==> src/rtl/pwm_capture.sv <==
// pwm_capture: PWM input decoder. Measures period, high time and integer
// duty cycle (floor(high*100/period)) of an asynchronous PWM line and
// reports each result with a one-cycle valid strobe plus held registers.
`timescale 1ns/1ps
module pwm_capture #(
  parameter int unsigned CNT_W       = 16,
  parameter int unsigned SYNC_STAGES = 2,
  parameter int unsigned TIMEOUT     = 5000
) (
  input  logic             clk,
  input  logic             rst_i,
  input  logic             pwm_i,
  output logic [CNT_W-1:0] period_o,
  output logic [CNT_W-1:0] high_cnt_o,
  output logic [6:0]       duty_o,
  output logic             valid_o,
  output logic             timeout_o,
  output logic             overrun_o
);

  localparam int unsigned      NW      = CNT_W + 7;
  localparam int unsigned      IW      = $clog2(NW + 1);
  localparam logic [CNT_W-1:0] TMO     = CNT_W'(TIMEOUT);
  localparam logic [IW-1:0]    ITER    = IW'(NW);
  localparam logic [NW-1:0]    HUNDRED = NW'(100);

  typedef enum logic [1:0] {WAIT_EDGE, MEASURE, STATIC} state_t;

  state_t                 state;
  logic [SYNC_STAGES-1:0] sync_q;
  logic                   s_pwm;
  logic                   s_pwm_d;
  logic                   rise;
  logic [CNT_W-1:0]       per_cnt;
  logic [CNT_W-1:0]       hi_cnt;
  logic                   timeout_hit;
  logic                   stat_pend;

  logic                   busy;
  logic [IW-1:0]          iter_q;
  logic [CNT_W-1:0]       rem_q;
  logic [NW-1:0]          quo_q;
  logic [CNT_W-1:0]       den_q;
  logic [CNT_W-1:0]       cap_per;
  logic [CNT_W-1:0]       cap_hi;

  logic [CNT_W:0]         rem_sh;
  logic [CNT_W:0]         rem_diff;
  logic                   q_bit;
  logic [CNT_W-1:0]       rem_nxt;
  logic [NW-1:0]          quo_nxt;

  assign s_pwm       = sync_q[SYNC_STAGES-1];
  assign rise        = s_pwm & ~s_pwm_d;
  assign timeout_hit = (state != STATIC) && (per_cnt == TMO) && !rise;

  // Synchroniser chain and edge-detect register for the asynchronous input
  always_ff @(posedge clk or posedge rst_i) begin
    if (rst_i) begin
      sync_q  <= '0;
      s_pwm_d <= 1'b0;
    end else begin
      sync_q  <= {sync_q[SYNC_STAGES-2:0], pwm_i};
      s_pwm_d <= s_pwm;
    end
  end

  // Period and high-time counters: restart on rise, saturate at TIMEOUT
  always_ff @(posedge clk or posedge rst_i) begin
    if (rst_i) begin
      per_cnt <= '0;
      hi_cnt  <= '0;
    end else if (rise) begin
      per_cnt <= CNT_W'(1);
      hi_cnt  <= CNT_W'(1);
    end else begin
      if (per_cnt != TMO) per_cnt <= per_cnt + 1'b1;
      if (s_pwm && hi_cnt != TMO) hi_cnt <= hi_cnt + 1'b1;
    end
  end

  // One restoring-division step: the borrow of the trial subtraction decides the quotient bit
  always_comb begin
    rem_sh   = {rem_q, quo_q[NW-1]};
    rem_diff = rem_sh - {1'b0, den_q};
    q_bit    = ~rem_diff[CNT_W];
    rem_nxt  = q_bit ? rem_diff[CNT_W-1:0] : rem_sh[CNT_W-1:0];
    quo_nxt  = {quo_q[NW-2:0], q_bit};
  end

  // FSM, divider sequencing and registered result outputs
  always_ff @(posedge clk or posedge rst_i) begin
    if (rst_i) begin
      state      <= WAIT_EDGE;
      stat_pend  <= 1'b0;
      busy       <= 1'b0;
      iter_q     <= '0;
      rem_q      <= '0;
      quo_q      <= '0;
      den_q      <= '0;
      cap_per    <= '0;
      cap_hi     <= '0;
      period_o   <= '0;
      high_cnt_o <= '0;
      duty_o     <= '0;
      valid_o    <= 1'b0;
      timeout_o  <= 1'b0;
      overrun_o  <= 1'b0;
    end else begin
      valid_o <= 1'b0;

      // The last iteration writes the outputs straight from the final quotient
      // so the result lands on the same edge the divider goes idle.
      if (busy) begin
        rem_q  <= rem_nxt;
        quo_q  <= quo_nxt;
        iter_q <= iter_q - 1'b1;
        if (iter_q == IW'(1)) begin
          busy       <= 1'b0;
          period_o   <= cap_per;
          high_cnt_o <= cap_hi;
          duty_o     <= quo_nxt[6:0];
          valid_o    <= 1'b1;
        end
      end

      // A timeout seen while the divider is busy is held until the division's
      // own strobe has gone out, so the static report follows one cycle later.
      if ((timeout_hit || stat_pend) && !busy) begin
        period_o   <= '0;
        high_cnt_o <= '0;
        duty_o     <= s_pwm ? 7'd100 : 7'd0;
        valid_o    <= 1'b1;
        timeout_o  <= 1'b1;
        stat_pend  <= 1'b0;
      end else if (timeout_hit) begin
        stat_pend <= 1'b1;
      end

      case (state)
        WAIT_EDGE: begin
          if (rise) state <= MEASURE;
          else if (timeout_hit) state <= STATIC;
        end
        MEASURE: begin
          if (rise) begin
            if (busy) begin
              overrun_o <= 1'b1;
            end else begin
              busy    <= 1'b1;
              iter_q  <= ITER;
              rem_q   <= '0;
              quo_q   <= NW'(hi_cnt) * HUNDRED;
              den_q   <= per_cnt;
              cap_per <= per_cnt;
              cap_hi  <= hi_cnt;
            end
          end else if (timeout_hit) begin
            state <= STATIC;
          end
        end
        STATIC: begin
          if (rise) begin
            state     <= MEASURE;
            timeout_o <= 1'b0;
            stat_pend <= 1'b0;
          end
        end
        default: state <= WAIT_EDGE;
      endcase
    end
  end

endmodule

==> config.mk <==
export PLATFORM = sky130hd
export DESIGN_NAME = pwm_capture
export DESIGN_NICKNAME = d
export VERILOG_FILES = /design/src/rtl/pwm_capture.sv
export SDC_FILE = /design/constraint.sdc
export NUM_CORES = 1
export LEC_CHECK = 0
export CORE_ASPECT_RATIO = 1.25
export CORE_MARGIN = 3
export CORE_UTILIZATION = 45
export DETAILED_ROUTE_END_ITERATION = 6
export GPL_ROUTABILITY_DRIVEN = 1
export PLACE_DENSITY_LB_ADDON = 0.15
export SETUP_SLACK_MARGIN = 0.02
export SYNTH_ARGS = -nofsm -noshare
export SYNTH_HDL_FRONTEND = slang
export SYNTH_SLANG_ARGS = --single-unit
==> constraint.sdc <==
create_clock -name clk -period 14.2 [get_ports clk]
set_input_delay 2.13 -clock clk [delete_from_list [all_inputs] [get_ports clk]]
set_output_delay 2.13 -clock clk [all_outputs]
set_load 0.1 [all_outputs]
==> impl_metrics.json, run 1 <==
{
  "viasPerCell": 5.36,
  "cts_buffers": 17,
  "finalSetupViolCount": 0,
  "initial_core_util_pct": 46.3,
  "synthTopCellsByArea": "dfrtp_1, ha_1, nand2_1",
  "drcViolationCount": 0,
  "syn-num-nets": 1051,
  "cts_buffer_depth": 2,
  "vias": 6767,
  "startpoint": "duty_o[2]",
  "ys_warn_count": 0,
  "synthDistinctLibCells": 58,
  "synthAdderAreaFrac_pct": 13.6,
  "pre_cts_slack_ns": 10.07,
  "async_flop_share_pct": 100,
  "post-dp-hpwl_mm": 14.6,
  "post_drt_wl_per_cell_microns": 16.4,
  "final_util_pct": 52.6,
  "synth_top_family_by_area": "simple AND/OR/NAND/NOR gates",
  "hold_violations": 0,
  "cts_tree": "yes",
  "r2r_start": "hi_cnt[2]",
  "rsz0062_at_grt": "no",
  "hp-start": "sync_q[0]",
  "grt_max_degree": 106,
  "grt_pass1_vias": 6828,
  "area_delta_synth_final_pct": 13.7,
  "antenna_found_initial": 0,
  "cts_resized": 0,
  "max_cap_viol_count": 0,
  "cts.clk_slew.worst_paths_ns": 0.07,
  "ctsHtreeMaxLevel": 4,
  "critical_path_class": "flip-flop to output port",
  "p_leak_uw": 0.00488,
  "place_congestion": 0.817,
  "synth-seq-cells": 157,
  "die_y_microns": 165,
  "nets": 1079,
  "synthesis.area_sq_mm": 0.00911,
  "io_pins": 45,
  "max_stage_delay_ns": 1.15,
  "p_total_uw": 1850,
  "grt_remaining_overflow": 0,
  "first_iter_violations": 322,
  "worst_pin_slew_ns": 1.18,
  "crit_path_end_kind": "output port",
  "min_period_ns": 4.10,
  "synth_seq_area_share_pct": 43.1,
  "ys.flop_type": "dfrtp_1",
  "placementRows": 57,
  "worstPathCellList": "clkdlybuf4s50_1",
  "synth_edf_count": 0,
  "fin_ws_ns": 10.10,
  "slew_headroom_pct": 21.3,
  "synth-xor-area-share_pct": 4.90,
  "outcome": "finished clean",
  "synth_area_per_cell_sq_um": 9.53,
  "die_w_microns": 133,
  "cts.root.buffer_cell": "clkbuf_16",
  "cts_setup_buffers": 0,
  "cp_max_fo": 2,
  "synth_cells": 956,
  "final_common_cell": "dfrtp_1",
  "dpl-instance-area_sq_mm": 0.00978,
  "setup.worst_path.start_class": "flip-flop",
  "synthMuxAreaShare_pct": 4.55,
  "synth_compound_gate_area_share_pct": 13.3,
  "layout-drive-gt1-share_pct": 8.02,
  "synth_top_area_share_pct": 43.1,
  "clk_latency_ns": 0.43,
  "final_cell_mix": "dfrtp_1, nand2_1, inv_1",
  "yosys.area_share.simple_pct": 14.9,
  "p_per_area_mw_per_mm2": 178,
  "insertedDiodeCount": 0,
  "crit_buf_inv": 1,
  "worstPathRequired_ns": 12.07,
  "finalSetupTns_ns": 0,
  "dr.pass1.iters": 6,
  "cp.arrival_ns": 1.97,
  "grtUsageTotal_pct": 19.4,
  "skew_ns": 0.0118,
  "yosys.area.top_type": "dfrtp_1",
  "clock-sinks": 157,
  "period_share_pct": 28.9,
  "vdd.ir_drop.worst_mv": 0.0918,
  "cts_hold_buf": 0,
  "max_freq_ghz": 0.244,
  "dieArea_sq_mm": 0.0220,
  "drt-total-wl_mm": 20.6,
  "worstHoldPathType": "flip-flop to flip-flop",
  "stdcell_area_sq_mm": 0.0104,
  "core_sq_mm": 0.0197,
  "crit_slowest_cell": "clkdlybuf4s50_1",
  "grt_pass1_wl_mm": 34.0,
  "cpLargestDelayFamily": "buffers and inverters",
  "ant_nets": 0,
  "report.final.slew_viol_count": 0,
  "port_buffers": 44
}
## cell type report
type	count	area, sq um
fill	1869	9330
multi-input combinational	672	4700
sequential	157	3930
timing repair buffer	53	508
clock buffer	19	453
tap	265	332
inverter	83	317
clock inverter	13	121
## registers in the layout (all words and copies together) (netlist names), 2 cells and up
name / count
high_cnt_o: 16
cap_hi: 16
per_cnt: 16
hi_cnt: 16
period_o: 16
rem_q: 16
state: 2
cap_per: 16
quo_q: 23
sync_q: 2
iter_q: 5
duty_o: 7
## power by group
part / total (uW) / internal, uW / leakage, uW / switching (uW)
clock: 442 / 240 / 0.000282 / 202
combinational: 777 / 307 / 0.00253 / 470
sequential: 627 / 548 / 0.00207 / 79.1
## path summary, 6_finish.rpt
kind | depth (start not counted) | to | slack, ns
min in group asynchronous | 2 | iter_q[1] | 2.28
worst max-delay path | 1 | duty_o[2] | 10.10
worst max register to register | 13 | quo_q[22] | 10.49
worst min-delay path | 0 | sync_q[1] | 0.35
worst min register to register | 0 | sync_q[1] | 0.35
max in group asynchronous | 3 | hi_cnt[15] | 10.63
## synth_stat cells (4+ instances only)
cell / number
nor2_1: 63
o21bai_1: 4
o21ai_0: 74
a211oi_1: 8
a21oi_1: 31
inv_1: 83
o22ai_1: 20
ha_1: 80
a21o_1: 9
nand4_1: 12
a31oi_1: 6
a221o_1: 4
fa_1: 12
nand2b_1: 4
nor3b_1: 5
xnor2_1: 30
nand3b_1: 4
xor2_1: 21
o211ai_1: 8
nor2b_1: 6
clkbuf_1: 34
dfrtp_1: 157
mux2_2: 19
o21a_1: 6
nor3_1: 9
nand2_1: 144
nand3_1: 27
and4_1: 4
and3_1: 4
mux2i_1: 20
## cell families (layout without fill, tap and decap cells)
family / Yosys count / in the layout
muxes: 39 / 39
xor gates and xnor gates: 51 / 51
DFF: 157 / 157
buffers and inverters: 127 / 168
and+or+nand+nor: 295 / 295
AOI/OAI and AO/OA: 195 / 195
adders and majority gates: 92 / 92
## through the flow
stage / cells / hold slack, ns
after floorplan: 956 / 0.331
after global placement: 1230 / 0.335
after detailed placement: 1230 / 0.338
after CTS: 1262 / 0.350
after global routing: 1262 / 0.352
final: 1262 / 0.347
## metal layers
layer / wire [microns] / GRT usage (%) / part of all wire (%)
met1: 8880 / 23.8 / 43
met2: 10800 / 35.1 / 52
met3: 491 / 2.76 / 2.4
met4: 453 / 6.59 / 2.2
met5: 0 / 0 / 0
(Power assumes the default switching activity.)
==> run 2: changes to the inputs <==
Clock period 14.2 ns to 4.3 ns, I/O delays scaled along.
==> run 2 against run 1 <==
Against the previous run:
- cell area increased by 0.72%
- hold slack improved by 0.0098 ns
- cell count rose by 0.16%
- sequential power rose to 3.4 times the previous value
- utilization grew 0.38 points
- clock power grew to 3.4 times the previous value
- combinational power rose to 3.3 times the previous value
- non-clock buffer count is 2 higher
- largest cell class unchanged
- largest power group unchanged
==> impl_metrics.json, run 2 (synthesis results as in run 1) <==
{
  "port_buffers": 44,
  "initial_core_util_pct": 46.3,
  "fin_ws_ns": 0.679,
  "multi_input_area_sq_mm": 0.00470,
  "vias": 6719,
  "vdd.ir_drop.worst_mv": 0.389,
  "ctsHtreeMaxLevel": 4,
  "crit_path_end_kind": "flip-flop",
  "grtUsageTotal_pct": 19.5,
  "die_w_microns": 133,
  "final_cell_mix": "dfrtp_1, nand2_1, inv_1",
  "finalNonFillerCells": 1264,
  "core_sq_mm": 0.0197,
  "r2r_cells": 13,
  "grt_pass1_wl_mm": 34.2,
  "nets": 1081,
  "dr.pass1.iters": 4,
  "cts.root.buffer_cell": "clkbuf_16",
  "die_y_microns": 165,
  "max_cap_viol_count": 0,
  "ff2ff_setup_slack_ns": 0.68,
  "crit_slowest_cell": "fa_1",
  "intPower_uw": 3630,
  "min_period_ns": 3.62,
  "grt_max_degree": 111,
  "post-dp-hpwl_mm": 14.6,
  "max_freq_ghz": 0.276,
  "pwr-share-comb_pct": 41.1,
  "cts_setup_buffers": 0,
  "drt-total-wl_mm": 20.4,
  "dieArea_sq_mm": 0.0220,
  "largest_register": "quo_q",
  "ant_nets": 0,
  "setup.worst_path.start_class": "flip-flop",
  "rsz0062_at_grt": "no",
  "cp.arrival_ns": 3.90,
  "p_leak_uw": 0.00490,
  "finalSetupViolCount": 0,
  "first_iter_violations": 423,
  "worstPathCellList": "inv_1 -> ha_1 -> inv_1 -> ha_1 -> fa_1 -> ha_1 -> a211oi_1 -> nor2_1 -> a31oi_1 -> o31ai_1 -> a211oi_1 -> mux2i_1 -> o311ai_0",
  "switchingPower_uw": 2530,
  "critical_path_class": "flip-flop to flip-flop",
  "slew_headroom_pct": 24.4,
  "worstPathRequired_ns": 4.58,
  "cts_hold_buf": 0,
  "post_drt_wl_per_cell_microns": 16.1,
  "r2r_end": "quo_q[22]",
  "cp_max_fo": 5,
  "antenna_found_initial": 0,
  "hold_violations": 0,
  "r2r_start": "hi_cnt[2]",
  "cp.depth": 13,
  "cts_tree": "yes",
  "insertedDiodeCount": 0,
  "crit_buf_inv": 2,
  "finalSetupTns_ns": 0,
  "crit_top_cell": "ha_1",
  "pre_cts_slack_ns": 0.691,
  "p_sw_share_pct": 41.1,
  "grt_remaining_overflow": 0,
  "layout-drive-gt1-share_pct": 8.21,
  "worstHoldPathType": "flip-flop to flip-flop",
  "clk_latency_ns": 0.43,
  "report.final.slew_viol_count": 0,
  "viasPerCell": 5.32,
  "placementRows": 57,
  "place_congestion": 0.930,
  "crit_end": "quo_q[22]",
  "cts.clk_slew.worst_paths_ns": 0.08,
  "final_common_cell": "dfrtp_1",
  "drcViolationCount": 0,
  "cts_buffers": 17,
  "n_fill_cell": 1825,
  "max_stage_delay_ns": 0.50,
  "hold_slack_ns": 0.356,
  "skew_ns": 0.0131,
  "worst_pin_slew_ns": 1.13,
  "largest_reg_flops": 23,
  "io_pins": 45,
  "seqPwrFrac_pct": 34.2,
  "cpLargestDelayFamily": "adder cells",
  "cts_resized": 0,
  "startpoint": "hi_cnt[2]",
  "regArea_sq_mm": 0.00393,
  "p_clk_share_pct": 24.7,
  "grt_pass1_vias": 6667,
  "dp.cells": 1232,
  "area_delta_synth_final_pct": 14.5,
  "outcome": "finished clean",
  "p_per_area_mw_per_mm2": 591,
  "cts_buffer_depth": 2,
  "clock-sinks": 157,
  "period_share_pct": 84.2
}
==> run 2: power by group through the flow <==
stage | logic [uW] | registers, uW | clock network [uW]
after global routing | 2840 | 2160 | 1620
after CTS | 2560 | 2110 | 1570
final | 2540 | 2110 | 1520
after detailed placement | 2550 | 2140 | 0
after floorplan | 1760 | 2350 | 0
after global placement | 2520 | 2140 | 0
==> run 2: area by class of cell <==
type	count	share of cell area [%]
clock inverters	15	1.89
multi-input cells	672	45.0
clock buffers	17	4.08
repair buffers	55	5.13
inverters	83	3.02
flip-flops and latches	157	37.7
well taps	265	3.18
==> run 2: routing by layer <==
| metal | track usage, % | share of wire, % | wire length (microns) |
|---|---|---|---|
| met4 | 5.85 | 1.7 | 356 |
| met5 | 0 | 0 | 0 |
| met2 | 35.4 | 53 | 10700 |
| met3 | 3.12 | 2.4 | 496 |
| met1 | 23.9 | 43 | 8810 |
==> run 2: how the worst min path moves through the flow <==
stage                   start        end  slack [ns]  cells past startpoint
global placement    sync_q[0]  sync_q[1]        0.33                      0
CTS                 sync_q[0]  sync_q[1]        0.36                      0
global route        sync_q[0]  sync_q[1]        0.37                      0
detailed placement  sync_q[0]  sync_q[1]        0.34                      0
finish              sync_q[0]  sync_q[1]        0.36                      0
floorplan           sync_q[0]  sync_q[1]        0.33                      0
==> run 2: worst register-to-register path: stages (launching register included) <==
cell      delay, ns
dfrtp_1        0.41
inv_1          0.09
ha_1           0.28
inv_1          0.04
ha_1           0.31
fa_1           0.50
ha_1           0.38
a211oi_1       0.32
nor2_1         0.10
a31oi_1        0.26
o31ai_1        0.14
a211oi_1       0.27
mux2i_1        0.23
o311ai_0       0.15
==> run 2: through the flow <==
step / total power, uW / cell area (sq um) / util, %
floorplan: 4110 / 9110 / -
global placement: 4650 / 9810 / 49.8
detailed placement: 4690 / 9810 / 49.8
CTS: 6240 / 10400 / 53.0
global route: 6610 / 10400 / 53.0
finish: 6170 / 10400 / 53.0
